<file path="src/rtl/alu_op_sequencer.sv">
// alu_op_sequencer: valid/ready command front end that drives the 16-bit ALU, waits for it to settle, and returns the captured result with flags
module alu_op_sequencer #(
  parameter int WIDTH = 16,
  parameter int SETTLE_CYCLES = 1
) (
  input  logic             Clk,
  input  logic             Rst,
  input  logic             Cmd_Valid,
  output logic             Cmd_Ready,
  input  logic [1:0]       Cmd_Op,
  input  logic [WIDTH-1:0] Cmd_A,
  input  logic [WIDTH-1:0] Cmd_B,
  input  logic             Cmd_UseAcc,
  input  logic             Acc_Clr,
  output logic [1:0]       Control,
  output logic [WIDTH-1:0] Op_A,
  output logic [WIDTH-1:0] Op_B,
  input  logic [WIDTH-1:0] Alu_Result,
  output logic             Res_Valid,
  input  logic             Res_Ready,
  output logic [WIDTH-1:0] Res_Data,
  output logic             Res_Zero,
  output logic             Res_Neg,
  output logic [WIDTH-1:0] Acc
);
  typedef enum logic [1:0] {IDLE, ISSUE, RESP} state_t;
  state_t state, state_n;
  logic [3:0] cnt;
  always_ff @(posedge Clk)
    if (Rst) state <= IDLE;
    else state <= state_n;
  always_comb begin
    Cmd_Ready = state == IDLE;
    Res_Valid = state == RESP;
    state_n = (state == IDLE && Cmd_Valid) ? ISSUE :
              (state == ISSUE && cnt == 4'd0) ? RESP :
              (state == RESP && Res_Ready) ? IDLE : state;
  end
  always_ff @(posedge Clk)
    if (Rst) begin
      Control <= 2'b00;
      Op_A <= '0;
      Op_B <= '0;
      Res_Data <= '0;
      Res_Zero <= 1'b0;
      Res_Neg <= 1'b0;
      Acc <= '0;
      cnt <= '0;
    end else if (state == IDLE) begin
      if (Acc_Clr) Acc <= '0;
      if (Cmd_Valid) begin
        Control <= Cmd_Op;
        // a clear on the accepting edge also zeroes the chained operand
        Op_A <= Cmd_UseAcc ? (Acc_Clr ? '0 : Acc) : Cmd_A;
        Op_B <= Cmd_B;
        cnt <= 4'(SETTLE_CYCLES - 1);
      end
    end else if (state == ISSUE) begin
      if (cnt == 4'd0) begin
        Res_Data <= Alu_Result;
        Acc <= Alu_Result;
        Res_Zero <= Alu_Result == '0;
        Res_Neg <= Alu_Result[WIDTH-1];
      end else cnt <= cnt - 4'd1;
    end
endmodule
</file>
<file path="config.mk">
export PLATFORM = sky130hd
export DESIGN_NAME = alu_op_sequencer
export DESIGN_NICKNAME = d
export VERILOG_FILES = /design/src/rtl/alu_op_sequencer.sv
export SDC_FILE = /design/constraint.sdc
export NUM_CORES = 1
export LEC_CHECK = 0
export BUFFER_PORTS_ARGS = -buffer_cell sky130_fd_sc_hd__buf_2
export CELL_PAD_IN_SITES_DETAIL_PLACEMENT = 1
export CELL_PAD_IN_SITES_GLOBAL_PLACEMENT = 2
export CORE_UTILIZATION = 28
export CTS_CLUSTER_SIZE = 40
export DETAILED_ROUTE_END_ITERATION = 8
export PLACE_DENSITY = 0.78
export SLEW_MARGIN = 30
export SYNTH_ARGS = -nofsm -noshare
export SYNTH_HDL_FRONTEND = slang
export SYNTH_SLANG_ARGS = --single-unit
</file>
<file path="constraint.sdc">
create_clock -name Clk -period 2.3 [get_ports Clk]
set_input_delay 0.115 -clock Clk [delete_from_list [all_inputs] [get_ports Clk]]
set_output_delay 0.115 -clock Clk [all_outputs]
set_load 0.02 [all_outputs]
</file>
==> metrics <==
type of origin of the critical path flip-flop; Yosys warning count 0; overflow left after global routing 0; Sw Ratio 0.317; crit path DAT 2.26 ns; share of cells above drive strength 1 0.385; Syn Area/Cell 9.76 um2; synth unique cells 37; FF+latch count, synth 73; gr usage total 0.161; Die Wd 106 um; die area 0.0113 mm2; Starting Density 0.292; final wirelength 9210 um; Core ar. 0.0105 mm2; clock root cell clkbuf_8; hold_buf cts 0; CP Class flip-flop to flip-flop; syn nets 371; routability cong. 0.802; final setup vio count 0; top cells by count, synth dfxtp_1 (73), nor2_1 (36), a21oi_1 (19), o21ai_0 (19); drt wl/cell 16.2 um; initial antenna violation count 0; synthesized area 0.00305 mm2; Relative slew margins 0.538; die span in y 106 um; minimum clock period 1.99 ns; Post-synth EDFFs 0; post-synthesis compound-gate area fraction 0.200; DR vias 2,792; Power Density 911 mW/mm2; Switch Pwr 1.16 mW; # resized after CTS 0; setup TNS 0 ns; max-slew violations 0; Seq pwr share 0.409; Clock Sinks 73; DRT iter0 DRCs 107; H-tree depth 3; ant diodes 0; crit-path max FO 20; Post-Synthesis Cells 313; Worst Max-Slew Pin Slew 0.693 ns; Synth top area share 0.478; Post-Synth XOR/XNOR Area 0; Gate power share 0.251; worst clock skew 0.0142 ns; Post-DP HPWL 6710 um; DRC Markers 0; Post-DRT Antenna Nets 0; CTS clk-pin slew, worst paths 0.09 ns; DP Cell Count 551; most common cell in the synthesized netlist dfxtp_1; Post-CTS Setup Repair Bufs 0; final cell count without fillers 567; Worst-Skew Late Latency 0.34 ns; Leak 1.80 nW; Final Util 0.383; first-pass GRT wire length 14,400 um; main combinational cell family by area after synthesis simple AND/OR/NAND/NOR gates; Hold Slack 0.0133 ns; vias in the first global route 2,732; Yosys top cell by area dfxtp_1; Crit path required time 2.58 ns; Hold Path Class input pin to flip-flop; PortBufs 125; Layout Area Growth over Synthesis 31.2%; top achievable clock speed 504 MHz; Top FF cell, synth dfxtp_1; post-synthesis adder-cell area fraction 0.00819; Nets 484; clock power share 0.340; Post-synth ARST share 0; RSZ-0062 raised after global routing no; critical path capture point type flip-flop; register area share after synthesis 0.478; status finished clean; post-route clock period utilization 0.863; CTS tree built; Ports 126; row count 37; DR pass1 iterations 4; largest net degree at the start of global routing 51; via/cell ratio 4.92; Final Hold Vio Count 0; TritonCTS Buffers 9; clk buf depth 2; synth top area cells dfxtp_1 (48%), mux2i_1 (5.9%), a311oi_1 (4.6%), nor2_1 (4.4%), nand3b_1 (3.9%); simple-gate area share of the yosys netlist 0.200; total chip power 3.65 mW; mux cell area share after synthesis 0.0590; worst vdd ir 0.422 mV; Internal 2.49 mW; max cap viols 0
[final cells by class]
cell class	instances	area, um2
Fill cell	1270	6460
Timing Repair Buffer	131	683
Clock buffer	12	145
Clock inverter	4	98.8
Inverter	4	15.0
Sequential cell	73	1460
Multi-Input combinational cell	207	1430
Tap cell	136	170
[critical path, cell delays in order (launching register included)]
cell     delay [ns]
dfxtp_1        0.33
inv_1          0.12
ha_1           0.20
or3b_4         0.51
nor3_4         0.55
a32o_1         0.21
[routing by layer]
metal / wire length [um] / up-vias / GRT usage
li1: - / 1377 / -
met1: 4300 / 1337 / 0.214
met2: 4480 / 66 / 0.264
met3: 302 / 12 / 0.0221
met4: 133 / 0 / 0.0646
met5: 0 / - / 0
[power by group through the flow]
| stage | Combinational (mW) | Clock, mW | Sequential [mW] |
|---|---|---|---|
| after floorplan | 0.510 | 0 | 1.64 |
| after global placement | 0.909 | 0 | 1.52 |
| after detailed placement | 0.925 | 0 | 1.52 |
| after CTS | 0.929 | 1.27 | 1.50 |
| after global routing | 1.00 | 1.33 | 1.51 |
| final | 0.917 | 1.24 | 1.49 |
[state kept, by name, summed over array words and instances, names as in the netlist]
name / cells
state: 2
Op_B: 16
Op_A: 16
Acc: 16
Control: 2
Res_Zero: 1
Res_Data: 16
cnt: 4
[cells by family (layout without fill, tap and decap cells)]
kind of cell,after synthesis,after routing
simple gates,107,107
flops,73,73
mux,18,18
buf+inv,33,151
fa+ha+maj,2,2
compound gates,80,80
[per-stage QoR]
step | cell area (um2) | setup slack (ns)
floorplan | 3050 | 0.682
global placement | 3760 | 0.417
detailed placement | 3760 | 0.318
CTS | 4010 | 0.287
global route | 4010 | 0.156
finish | 4010 | 0.314
[cell usage in the layout, fill, tap and decap left out, types with 2 or more instances in the layout]
cell type,count
a32o_2,10
nand2_1,3
a311oi_1,16
ha_1,2
buf_2,125
inv_1,4
dfxtp_1,73
nor2b_1,3
nor4_1,4
mux2i_1,18
nand2b_1,18
a21oi_1,19
bufinv_16,3
buf_4,5
a32o_1,6
nand3_1,18
o21ai_0,19
nand3b_1,16
clkbuf_8,10
o41ai_2,2
clkbuf_1,2
nor2_1,36
[worst paths after layout]
check | start | endpoint | slack, ns | cells after the start
worst max-delay path | cnt[0] | Acc[0] | 0.31 | 5
worst min-delay path | Cmd_B[15] | Op_B[15] | 0.01 | 3
worst max register to register | cnt[0] | Acc[0] | 0.31 | 5
worst min register to register | Res_Data[6] | Res_Data[6] | 0.48 | 2
(Power assumes the default switching activity.)
